**src/rtl/ika9958_pkg.sv**
```systemverilog
// ika9958_pkg
// Shared types and constants for the IKA9958 reset/clock control block.
//   dot_phase_t    : 2-bit dot phase counter value (0..3)
//   cpu_cnt_t      : 3-bit master/6 CPU clock counter value (0..5)
//   DOT_DIV        : master cycles per dot in normal (256-dot) mode
//   DOT_DIV_HIRES  : master cycles per dot in 512-dot mode
//   CPU_DIV        : master cycles per CPU clock period
//   PH_RISE/PH_FALL: normal-mode phases whose strobes raise/lower the dot clock
package ika9958_pkg;

    typedef logic [1:0] dot_phase_t;
    typedef logic [2:0] cpu_cnt_t;

    localparam int DOT_DIV       = 4;
    localparam int DOT_DIV_HIRES = 2;
    localparam int CPU_DIV       = 6;

    localparam dot_phase_t PH_RISE = 2'd3;
    localparam dot_phase_t PH_FALL = 2'd1;

endpackage

```
**src/rtl/ika9958_rstsync.sv**
```systemverilog
// ika9958_rstsync
// Reset synchronizer and release stretcher. The asynchronous reset clears
// everything immediately; release passes through a 2-FF synchronizer and is
// then held off for RST_STRETCH further enabled cycles.
// Ports:
//   i_clk    : master clock
//   i_rst_n  : asynchronous active-low reset input
//   i_cen    : active-high master-cycle enable
//   o_rst_n  : stretched internal reset, active-low, synchronous release
module ika9958_rstsync #(
    parameter int RST_STRETCH = 16
) (
    input  logic i_clk,
    input  logic i_rst_n,
    input  logic i_cen,
    output logic o_rst_n
);

    localparam int             CW      = $clog2(RST_STRETCH + 1);
    localparam logic [CW-1:0]  CNT_END = CW'(RST_STRETCH);

    logic [1:0]    r_sync;
    logic [CW-1:0] r_cnt;
    logic          r_rst_n;

    always_ff @(posedge i_clk or negedge i_rst_n) begin
        if (!i_rst_n) begin
            r_sync  <= 2'b00;
            r_cnt   <= '0;
            r_rst_n <= 1'b0;
        end else if (i_cen) begin
            r_sync <= {r_sync[0], 1'b1};
            // Count only once the synchronized release is seen; saturate at
            // the end value so the released state is stable.
            if (r_sync[1] && (r_cnt != CNT_END)) begin
                r_cnt <= r_cnt + 1'b1;
            end
            // Release one cycle after the counter has reached its end value.
            r_rst_n <= (r_cnt == CNT_END);
        end
    end

    assign o_rst_n = r_rst_n;

endmodule

```
**src/rtl/ika9958_rcc.sv**
```systemverilog
// ika9958_rcc
// Reset and clock control for the IKA9958 VDP core. Produces dot-clock and
// CPU-clock enables from the master clock, tracks the 4-cycle dot phase and
// generates the stretched internal reset.
// Ports:
//   i_EMUCLK      : master clock
//   i_RST_n       : asynchronous active-low reset
//   i_CEN_n       : active-low master-cycle enable (high freezes all state)
//   i_HIRES       : 512-dot mode request, sampled at the end of each dot
//   o_RST_n       : internal reset, active-low
//   o_PHASE       : dot phase 0..3
//   o_DCLK        : registered dot clock level
//   o_DCLK_PCEN   : dot clock rises after this cycle
//   o_DCLK_NCEN   : dot clock falls after this cycle
//   o_CPUCLK      : registered master/6 clock level
//   o_CPUCLK_PCEN : CPU clock rises after this cycle
module ika9958_rcc
    import ika9958_pkg::*;
#(
    parameter int RST_STRETCH = 16
) (
    input  logic       i_EMUCLK,
    input  logic       i_RST_n,
    input  logic       i_CEN_n,
    input  logic       i_HIRES,
    output logic       o_RST_n,
    output logic [1:0] o_PHASE,
    output logic       o_DCLK,
    output logic       o_DCLK_PCEN,
    output logic       o_DCLK_NCEN,
    output logic       o_CPUCLK,
    output logic       o_CPUCLK_PCEN
);

    localparam dot_phase_t PH_LAST  = dot_phase_t'(DOT_DIV - 1);
    localparam dot_phase_t HR_MASK  = dot_phase_t'(DOT_DIV_HIRES - 1);
    localparam cpu_cnt_t   CPU_LAST = cpu_cnt_t'(CPU_DIV - 1);
    localparam cpu_cnt_t   CPU_FALL = cpu_cnt_t'(CPU_DIV / 2 - 1);

    logic       w_rst_n;
    logic       w_en;
    logic       w_run;
    logic       w_dclk_rise;
    logic       w_dclk_fall;
    logic       w_cpu_rise;
    logic       w_cpu_fall;

    dot_phase_t r_phase;
    cpu_cnt_t   r_cpu_cnt;
    logic       r_hires_q;
    logic       r_dclk;
    logic       r_cpuclk;

    ika9958_rstsync #(
        .RST_STRETCH (RST_STRETCH)
    ) u_rstsync (
        .i_clk   (i_EMUCLK),
        .i_rst_n (i_RST_n),
        .i_cen   (w_en),
        .o_rst_n (w_rst_n)
    );

    assign w_en  = ~i_CEN_n;
    assign w_run = w_en & w_rst_n;

    // Phase decode. In hires mode the dot period is two master cycles, so
    // only the low phase bit matters.
    always_comb begin
        w_dclk_rise = 1'b0;
        w_dclk_fall = 1'b0;
        if (r_hires_q) begin
            w_dclk_rise = ((r_phase & HR_MASK) == HR_MASK);
            w_dclk_fall = ((r_phase & HR_MASK) == '0);
        end else begin
            w_dclk_rise = (r_phase == PH_RISE);
            w_dclk_fall = (r_phase == PH_FALL);
        end
    end

    assign w_cpu_rise = (r_cpu_cnt == CPU_LAST);
    assign w_cpu_fall = (r_cpu_cnt == CPU_FALL);

    always_ff @(posedge i_EMUCLK or negedge i_RST_n) begin
        if (!i_RST_n) begin
            r_phase   <= '0;
            r_cpu_cnt <= '0;
            r_hires_q <= 1'b0;
            r_dclk    <= 1'b0;
            r_cpuclk  <= 1'b0;
        end else if (!w_rst_n) begin
            // Held during the release stretch so the first released cycle
            // starts cleanly at phase 0 / count 0.
            r_phase   <= '0;
            r_cpu_cnt <= '0;
            r_hires_q <= 1'b0;
            r_dclk    <= 1'b0;
            r_cpuclk  <= 1'b0;
        end else if (w_en) begin
            r_phase   <= (r_phase == PH_LAST) ? dot_phase_t'(0) : r_phase + 2'd1;
            r_cpu_cnt <= (r_cpu_cnt == CPU_LAST) ? cpu_cnt_t'(0) : r_cpu_cnt + 3'd1;

            // Mode only changes on a dot boundary so no dot is cut short.
            if (r_phase == PH_LAST) begin
                r_hires_q <= i_HIRES;
            end

            // Levels follow the strobes, so they start low after reset and
            // pick up their steady-state shape at the first rising strobe.
            if (w_dclk_rise) begin
                r_dclk <= 1'b1;
            end else if (w_dclk_fall) begin
                r_dclk <= 1'b0;
            end

            if (w_cpu_rise) begin
                r_cpuclk <= 1'b1;
            end else if (w_cpu_fall) begin
                r_cpuclk <= 1'b0;
            end
        end
    end

    assign o_RST_n       = w_rst_n;
    assign o_PHASE       = r_phase;
    assign o_DCLK        = r_dclk;
    assign o_CPUCLK      = r_cpuclk;
    assign o_DCLK_PCEN   = w_run & w_dclk_rise;
    assign o_DCLK_NCEN   = w_run & w_dclk_fall;
    assign o_CPUCLK_PCEN = w_run & w_cpu_rise;

endmodule
```
**config.mk**
```make
export PLATFORM = sky130hd
export DESIGN_NAME = ika9958_rcc
export DESIGN_NICKNAME = d
export VERILOG_FILES = /design/src/rtl/ika9958_pkg.sv /design/src/rtl/ika9958_rstsync.sv /design/src/rtl/ika9958_rcc.sv
export SDC_FILE = /design/constraint.sdc
export NUM_CORES = 1
export LEC_CHECK = 0
export BUFFER_PORTS_ARGS = -buffer_cell sky130_fd_sc_hd__buf_2
export CORE_UTILIZATION = 55
export DETAILED_ROUTE_END_ITERATION = 12
export MAX_ROUTING_LAYER = met4
export PLACE_DENSITY = 0.77
export SLEW_MARGIN = 30
export SYNTH_ARGS = -nofsm -noshare
export SYNTH_HDL_FRONTEND = slang
export SYNTH_SLANG_ARGS = --single-unit
```
**constraint.sdc**
```tcl
create_clock -name i_EMUCLK -period 4 [get_ports i_EMUCLK]
set_input_delay 0.2 -clock i_EMUCLK [delete_from_list [all_inputs] [get_ports i_EMUCLK]]
set_output_delay 0.2 -clock i_EMUCLK [all_outputs]
set_load 0.005 [all_outputs]
```
* After elaboration in Yosys (flattened, before gate mapping)
Index checks and enable logic that the tools add are counted.
** Storage, ports and cells
- Register bits :: 16
- Bits in latches :: 0
- Memory bits (writable) :: 0
- Memory bits (read-only) :: 0
- Bits of input ports :: 4
- Output and inout port bits :: 8
- Memories kept :: 0
** Operators by class
- Add/subtract/negate cells :: 3
- Multipliers :: 0
- Div/mod/pow operators :: 0
- $lt $le $gt $ge :: 0
- Eq/ne operators :: 10
- Shifts and indexed selects :: 0
- Multiplexer cells :: 19
- Bitwise logic cells :: 5
- Reductions and logical operators :: 6
** Operators with widths (count)
- two-way mux 1 bit :: 13
- two-way mux 3 bit :: 3
- AND reduction 2 bit :: 4
- two-way mux 2 bit :: 3
- != test 3 bit (second input constant) :: 2
- adder 5 x 1 -> 5 bit (second input constant) :: 1
- equality test 5 bit (second input constant) :: 1
- != test 5 bit (second input constant) :: 1
- bitwise AND 1 bit :: 4
- != test 2 bit (second input constant) :: 2
- adder 3 x 1 -> 3 bit (second input constant) :: 1
- equality test 3 x 2 -> 1 bit (second input constant) :: 1
- equality test 3 bit (second input constant) :: 1
- adder 2 x 1 -> 2 bit (second input constant) :: 1
- equality test 2 x 1 -> 1 bit (second input constant) :: 1
- equality test 2 bit (second input constant) :: 1
- zero test 2 bit :: 1
- logical AND 1 bit :: 1
- inverter 1 bit :: 1

* Depth between registers and ports, before layout
Gate-level depths: netlist of run 1.
- Depth after elaboration :: 6
- Mapped depth :: 5
- Depth with buffers taken out :: 5

* Hierarchy
A second synthesis of run 1 with hierarchy kept.
** Second synthesis, totals
- Cells, all modules :: 75
- Area total of the unflattened synthesis :: 823.3 µm²
** By module, submodules not included
- ika9958_rcc :: times used 1, cells each 46, area an instance 451.7 µm², seq. area each 200.2 µm²
- ika9958_rstsync :: times used 1, cells each 29, area an instance 371.6 µm², seq. area each 200.2 µm²

* Worst setup path after synthesis of run 1
Ideal clock, no wire load.
- Path kind :: reg-to-reg
- Start :: register u_rstsync.r_cnt[0]
- End :: register u_rstsync.r_cnt[1]
- Setup time :: 0.125 ns
- Arrival :: 1.185 ns
- Path slack :: 2.690 ns
- Cell stages (with the launch flop) :: 6
- Path buffers :: 0
- Clock period less this slack :: 1.310 ns
- Path through :: dfrtp_1 inv_2 ha_1 nand3b_1 o21ba_2 mux2_4
** Between the ends
- Cells in the longest elaborated chain, start to end :: 3
- Elaborated cells between the ends (all ways) :: 4
** Ends and longest elaborated chain
- start: declaration :: RTL line ika9958_rstsync.sv:23 : logic [CW-1:0] r_cnt;
- start signal: assignment :: RTL line ika9958_rstsync.sv:36 : r_cnt <= r_cnt + 1'b1;
- branches (longest 3 deep; another with adder 5 x 1 -> 5 bit)
Several ways; the timed one is not identified.
A chain may end at the register's enable or synchronous reset.

* Final worst setup path of run 1
- Start :: register u_rstsync.r_rst_n, in the netlist u_rstsync.o_rst_n
- End :: output o_CPUCLK_PCEN
** Between the ends
- Cells in the longest elaborated chain, start to end :: 2
** Ends and longest elaborated chain
- start: declaration :: RTL line ika9958_rstsync.sv:24 : logic r_rst_n;
- start signal: assignment :: RTL line ika9958_rstsync.sv:39 : r_rst_n <= (r_cnt == CNT_END);
- bitwise AND 1 bit :: RTL line ika9958_rcc.sv:64 : assign w_run = w_en & w_rst_n;
- bitwise AND 1 bit :: RTL line ika9958_rcc.sv:129 : assign o_CPUCLK_PCEN = w_run & w_cpu_rise;
- end: declaration :: RTL line ika9958_rcc.sv:32 : output logic o_CPUCLK_PCEN
Every way passes these cells.

==> results of run 1 <==
## power by group through the flow
stage	sequential, W	combinational [W]	clock, W
floorplan	0.000216	0.0000729	0
global placement	0.000221	0.0000901	0
detailed placement	0.000222	0.0000954	0
CTS	0.000219	0.0000982	0.000105
global route	0.000223	0.000110	0.000115
finish	0.000220	0.0000963	0.0000996
## how the worst max path moves through the flow
| stage | from | end | slack, ns | depth (start not counted) |
|---|---|---|---|---|
| 6_report | u_rstsync.o_rst_n$_DFFE_PN0N_ | o_CPUCLK_PCEN | 2.44 | 3 |
| 3_3_place_gp | u_rstsync.r_cnt[0]$_DFFE_PN0P_ | u_rstsync.r_cnt[1]$_DFFE_PN0P_ | 2.66 | 5 |
| 2_1_floorplan | u_rstsync.r_cnt[0]$_DFFE_PN0P_ | u_rstsync.r_cnt[1]$_DFFE_PN0P_ | 2.69 | 5 |
| 5_1_grt | u_rstsync.o_rst_n$_DFFE_PN0N_ | o_CPUCLK_PCEN | 2.35 | 3 |
| 3_5_place_dp | u_rstsync.r_cnt[1]$_DFFE_PN0P_ | u_rstsync.r_cnt[1]$_DFFE_PN0P_ | 2.59 | 5 |
| 4_1_cts | o_PHASE[0]$_DFFE_PN0P_ | o_DCLK_PCEN | 2.43 | 4 |
## placed cells by master (no fill, tap or decap)
master         Yosys  final
mux2_4             1      1
buf_2              1     11
nor2b_2            1      1
dlygate4sd3_1      0      1
and2_1             1      1
inv_1              5      5
nor3_1             4      4
mux2_1             1      1
xor2_1             1      1
xnor2_1            2      2
clkbuf_4           0      3
inv_2              1      1
and3b_1            1      1
o211ai_1           1      1
dfrtp_1           16     16
o21ai_0            1      1
o31ai_1            1      1
nor3b_1            1      1
a21boi_1           1      1
mux2i_1            4      4
nand2_1            3      3
nand3_1            2      2
o21ba_2            1      1
nand2b_1           4      4
nor2b_1            5      5
nand3b_1           2      2
clkbuf_8           0      1
ha_1               4      4
nor2_1             3      3
nor4_1             2      2
o21ai_1            3      3
a21oi_1            2      2
## per-stage QoR
| stage | cell area (µm²) | hold slack, ns | cells | utilization, % |
|---|---|---|---|---|
| after floorplan | 800.8 | -0.09559 | 75 | - |
| after global placement | 869.6 | 0.1275 | 100 | 65.20 |
| after detailed placement | 869.6 | 0.1257 | 100 | 65.20 |
| after CTS | 915.9 | 0.1821 | 105 | 68.67 |
| after global routing | 915.9 | 0.1637 | 105 | 68.67 |
| final | 915.9 | 0.1928 | 105 | 68.67 |
## timing repair
item / in CTS / in global routing
endpoints found under the hold margin: 16 / 0
setup endpoints to repair: 0 / 0
hold buffers: 1 / 0
## sequential cells by signal, summed over array words and instances (netlist names)
register           count
o_PHASE                2
o_DCLK                 1
u_rstsync.r_cnt        5
r_hires_q              1
o_CPUCLK               1
u_rstsync.r_sync       2
u_rstsync.o_rst_n      1
r_cpu_cnt              3
## cell usage after synthesis (all sizes together)
master	instances	area [µm²]
xor2	1	8.760
o211ai	1	7.510
mux2	2	26.27
a21boi	1	7.510
a21oi	2	10.01
ha	4	50.05
nand3b	2	15.01
xnor2	2	17.52
inv	6	22.52
nor2	3	11.26
nor4	2	12.51
nor2b	6	40.04
o31ai	1	7.510
nand2b	4	25.02
and3b	1	8.760
nor3	4	20.02
o21ba	1	10.01
o21ai	4	20.01
nand3	2	10.01
dfrtp	16	400.4
nand2	3	11.26
mux2i	4	40.04
nor3b	1	7.510
buf	1	5.000
and2	1	6.260
## routing by layer
metal	share of wire, %	wire length (µm)
met3	4.0	51
met2	47	604
met1	48	610
met5	0	0
met4	0.78	10
## worst max-delay path, cell delays in order, from the launching register on
cell and delay (ns):
dfrtp_1 0.53, nand2b_1 0.18, nor3_1 0.23, buf_2 0.15
## area by class of cell
type,count,area share (%)
repair buffers,12,7.104
flip-flops and latches,16,43.72
inverters,6,2.459
clock buffers,4,3.962
multi-input cells,52,40.71
well taps,15,2.049
## kinds of logic (layout without fill, tap and decap cells)
| group | count (synthesis) | in the layout | share of synthesized area (%) |
|---|---|---|---|
| AOI/OAI and AO/OA | 10 | 10 | 7.812 |
| xor gates and xnor gates | 3 | 3 | 3.282 |
| adders and majority gates | 4 | 4 | 6.250 |
| buffers and inverters | 7 | 22 | 3.437 |
| DFF | 16 | 16 | 50.00 |
| muxes | 6 | 6 | 8.281 |
| and+or+nand+nor | 29 | 29 | 20.94 |
==> impl_metrics.ini, run 1 <==
[worst_setup_path]
worstPathArrival_ns = 1.36
crit_fanout = 11
path_class = flip-flop to output pin
rr_worst_depth = 5
r2r_slack_ns = 2.57
r2r_start = u_rstsync.r_cnt[1]$_DFFE_PN0P_
reg2reg_to = u_rstsync.r_cnt[1]$_DFFE_PN0P_
worstSetupEndpointType = output pin
start_kind = flip-flop
required_ns = 3.80

[timing]
fin_crit_ns = 1.563
rsz0062_at_grt = false
worstMarginPinSlew_ns = 0.3514
timing.fmax_mhz = 639.9
hold_viol_final = 0
worst_slack_ns = 2.437
post-route-period-util_pct = 39.07
slew_headroom_pct = 76.57
setup_viol = 0
slew_viol_final = 0
fin_tns_setup_ns = 0
fin_worst_skew_ns = 0.001795

[floorplanning]
fp.dieW_um = 40.16
die_h_um = 40.16
start_util_pct = 60.04
core_area_um2 = 1334
die-area_um2 = 1612
rows = 13
io_pins = 12

[yosys]
syn_area_per_cell_um2 = 10.68
synth_nets = 83
yosys_warnings = 0
synthesis.area_um2 = 800.8
ys_seq_elements = 16
synth-seq-area-share_pct = 50.00
synth.distinct_cells = 29
syn_inst = 75

[power]
power_w = 0.0004157
netSwitchingFraction_pct = 28.65
power_frac_seq_pct = 52.9
max-vdd-ir-drop_v = 0.0003990
internal_power_w = 0.0002966
clkPwrFrac_pct = 24.0
switchingPower_w = 0.0001191
power.leakage_nw = 0.4041
power.density_nw_per_um2 = 453.8
share_comb_of_total_power_pct = 23.2

[worst_hold_path]
min_path_type = input port to flip-flop
whs_path_depth = 3
min_from = i_HIRES
min_to = r_hires_q$_DFFE_PN0P_

[global_route]
use_met1_pct = 20.30
grt_busiest_layer = met2
grt_max_degree = 17
grt_antenna_before_repair = 0
met3_usage_pct = 10.00
grt.total_usage_pct = 19.88
grt_pass1_vias = 445
use_met2_pct = 32.26
grt_first_pass_wirelength_um = 1863
overflow = 0

[place]
globalplace.congestion = 0.6716
port_buffers = 11
dp_slack_ns = 2.586
dp_hpwl_um = 893.9

[layout]
area_growth_pct = 14.37
fin_nets = 99
seq_area_um2 = 400.4
multi_input_area_um2 = 372.9
antennaDiodeCount = 0
layout-drive-gt1-share_pct = 21.11
fillers = 108

[flow_run]
cap_violations = 0

[drt]
via_per_inst = 5.333
drtIter0Drc = 8
finalWirelength_um = 1277
wl_per_cell_um = 12.16
drc = 0
vias = 560
drt.antenna.violating_nets = 0
first_pass_iters = 4

[clock_network]
cts.path.max_buffers = 2
clk_pin_slew_worst_paths_ns = 0.08
cts_tree = yes
insertion_delay_ns = 0.28
clock-sinks = 16
clockRootBuffer = clkbuf_4
htree_levels = 1
cts_setup_buffers = 0
post_cts_resized = 0
cts_made_buffers = 3

[outcome]
status = finished clean
(Power assumes the default switching activity.)
==> run 2, diff against run 1 <==
ABC_AREA = 1   (was unset)
CORE_UTILIZATION = 53   (was 55)
PLACE_DENSITY = 0.75   (was 0.77)
clock period = 1.45 ns   (was 4 ns; I/O delays follow)
==> run 2 against run 1 <==
Critical path depth is 3 higher. Critical endpoint is now o_DCLK_NCEN. Die area is 4.8% higher. Worst hold slack worse by 0.17 ns. Setup slack worse by 2.4 ns. Synthesized cell count is 28% higher. Clock power grew to 3.0 times the previous value.
==> impl_metrics.ini, run 2 <==
[outcome]
status = finished clean

[timing]
timing.fmax_mhz = 695.0
hold_viol_final = 0
fin_worst_skew_ns = 0.01228
fin_tns_setup_ns = 0
rsz0062_at_grt = true
slew_viol_final = 0
setup_viol = 0
post-route-period-util_pct = 99.23
fin_crit_ns = 1.439
worstMarginPinSlew_ns = 0.3508
slew_headroom_pct = 76.62
timing.hold.ws_ns = 0.02364

[worst_setup_path]
r2r_slack_ns = 0.27
start_kind = flip-flop
critPathMaxStageDelay_ns = 0.40
rr_worst_depth = 7
worstSetupEndpointType = output pin
path_delay_family = flip-flops
reg2reg_to = u_rstsync.r_cnt[1]$_DFFE_PN0P_
crit_fanout = 2
crit_buf_inv = 3
required_ns = 1.38
crit_top_cell = inv_2
cp_slowest_cell = dfrtp_1
r2r_start = u_rstsync.r_cnt[0]$_DFFE_PN0P_
worstPathArrival_ns = 1.37
path_cells = inv_2, ha_4, inv_2, or2_4, a21oi_2, buf_2
path_class = flip-flop to output pin

[layout]
layout_commonest_cell = nand2_1
final_cell_mix = 21 x nand2_1, 16 x dfrtp_1, 12 x inv_1
reg_top3 = u_rstsync.r_cnt (5), r_cpu_cnt (3)
final_util_pct = 71.43
largest_reg_flops = 5
largest_register = u_rstsync.r_cnt
antennaDiodeCount = 0
fin_nets = 124
layout-drive-gt1-share_pct = 25.22
area_growth_pct = 20.37

[yosys]
yosysTopAreaCell = dfrtp_1
synthesis.area_um2 = 810.8
synth_commonest_cells = 21 x nand2_1, 16 x dfrtp_1, 14 x inv_1
async_reset_ff_share_pct = 100.0
synth_area_leaders = dfrtp_1 49%, nand2_1 9.7%, inv_1 6.5%, ha_1 6.2%, o21ai_0 5.6%
synth-seq-area-share_pct = 49.38
synth_nets = 104
synth.distinct_cells = 19
syn_inst = 96
yosysTopAreaCellShare_pct = 49.38
ys_seq_elements = 16
synth-main-ff-cell = dfrtp_1
synth_most_common_cell = nand2_1
yosys_warnings = 0
synth_edf_count = 0
syn_area_per_cell_um2 = 8.446

[drt]
vias = 673
drc = 0
first_pass_iters = 4
drtIter0Drc = 18
finalWirelength_um = 1640
drt.antenna.violating_nets = 0
via_per_inst = 5.177
wl_per_cell_um = 12.62

[power]
power.leakage_nw = 0.4976
power.density_nw_per_um2 = 1175
max-vdd-ir-drop_v = 0.0008176

[clock_network]
cts.path.max_buffers = 2
clk_pin_slew_worst_paths_ns = 0.10
cts_made_buffers = 3
htree_levels = 1
clock-sinks = 16
clockRootBuffer = clkbuf_4
insertion_delay_ns = 0.29
cts_tree = yes

[global_route]
grt_antenna_before_repair = 0
grt_pass1_vias = 636
grt_first_pass_wirelength_um = 2504
grt_max_degree = 17
grt.total_usage_pct = 24.59
overflow = 0

[place]
dp_hpwl_um = 1087
globalplace.congestion = 0.8335
port_buffers = 11

[floorplanning]
io_pins = 12
rows = 13
start_util_pct = 59.34
fp.dieW_um = 41.11
die-area_um2 = 1690
die_h_um = 41.11
core_area_um2 = 1366

[worst_hold_path]
min_from = i_HIRES
min_to = r_hires_q$_DFFE_PN0P_
whs_path_depth = 3
min_path_type = input port to flip-flop

[flow_run]
cap_violations = 0
==> run 2: final cells by class <==
cell class	instances	area, µm²
multi-input cells	64	369.1
repair buffers	16	95.09
clock buffers	4	36.28
flip-flops and latches	16	400.4
fillers	111	390.4
inverters	15	56.30
well taps	15	18.77
==> run 2: per-stage QoR <==
| stage | total power [W] | std cells | worst slack (ns) | cell area [µm²] |
|---|---|---|---|---|
| finish | 0.001147 | 130 | 0.01121 | 975.9 |
| floorplan | 0.0007858 | 96 | 0.3514 | 810.8 |
| detailed placement | 0.0008505 | 121 | 0.2065 | 877.1 |
| global placement | 0.0008344 | 121 | 0.2897 | 877.1 |
| CTS | 0.001154 | 129 | -0.03551 | 958.4 |
| global route | 0.001227 | 130 | -0.04190 | 975.9 |
==> run 2: worst max path at each step <==
stage                           startpoint     endpoint  cells after the start
finish              o_PHASE[1]$_DFFE_PN0P_  o_DCLK_NCEN                      6
global placement    o_PHASE[1]$_DFFE_PN0P_  o_DCLK_NCEN                      6
global route        o_PHASE[1]$_DFFE_PN0P_  o_DCLK_NCEN                      6
floorplan           o_PHASE[1]$_DFFE_PN0P_  o_DCLK_NCEN                      5
detailed placement  o_PHASE[1]$_DFFE_PN0P_  o_DCLK_NCEN                      6
CTS                 o_PHASE[1]$_DFFE_PN0P_  o_DCLK_NCEN                      6
==> run 2: cell families (layout without fill, tap and decap cells) <==
kind of cell / after synthesis / after routing / share of synthesized area (%)
simple gates: 42 / 42 / 23.30
flops: 16 / 16 / 49.38
buf+inv: 16 / 35 / 7.870
compound gates: 14 / 14 / 8.949
fa+ha+maj: 4 / 4 / 6.173
xor+xnor: 4 / 4 / 4.322
==> run 2: layer usage <==
layer	up-vias	routed length (µm)	global-route usage [%]
li1	343	-	-
met1	316	728	24.83
met2	12	831	43.36
met3	2	64	9.783
met4	0	17	7.258
met5	-	0	-
==> run 2: power breakdown <==
part | switching, W | leakage (nW) | total [W] | internal (W)
logic | 0.000132 | 0.268 | 0.000250 | 0.000118
clock network | 0.000142 | 0.0210 | 0.000295 | 0.000153
registers | 0.0000839 | 0.209 | 0.000602 | 0.000518
==> run 2: what timing repair did <==
item                                    4_1_cts  5_1_grt
pin swaps                                     1        2
resized for setup                             6        2
endpoints found under the hold margin        16        0
buffers inserted                              3        1
endpoints found under the setup margin        1        2
hold buffers                                  1        0
==> run 2: worst min-delay path: stages <==
cell	delay [ns]
buf_2	0.08
nor3_1	0.04
nor2_1	0.09
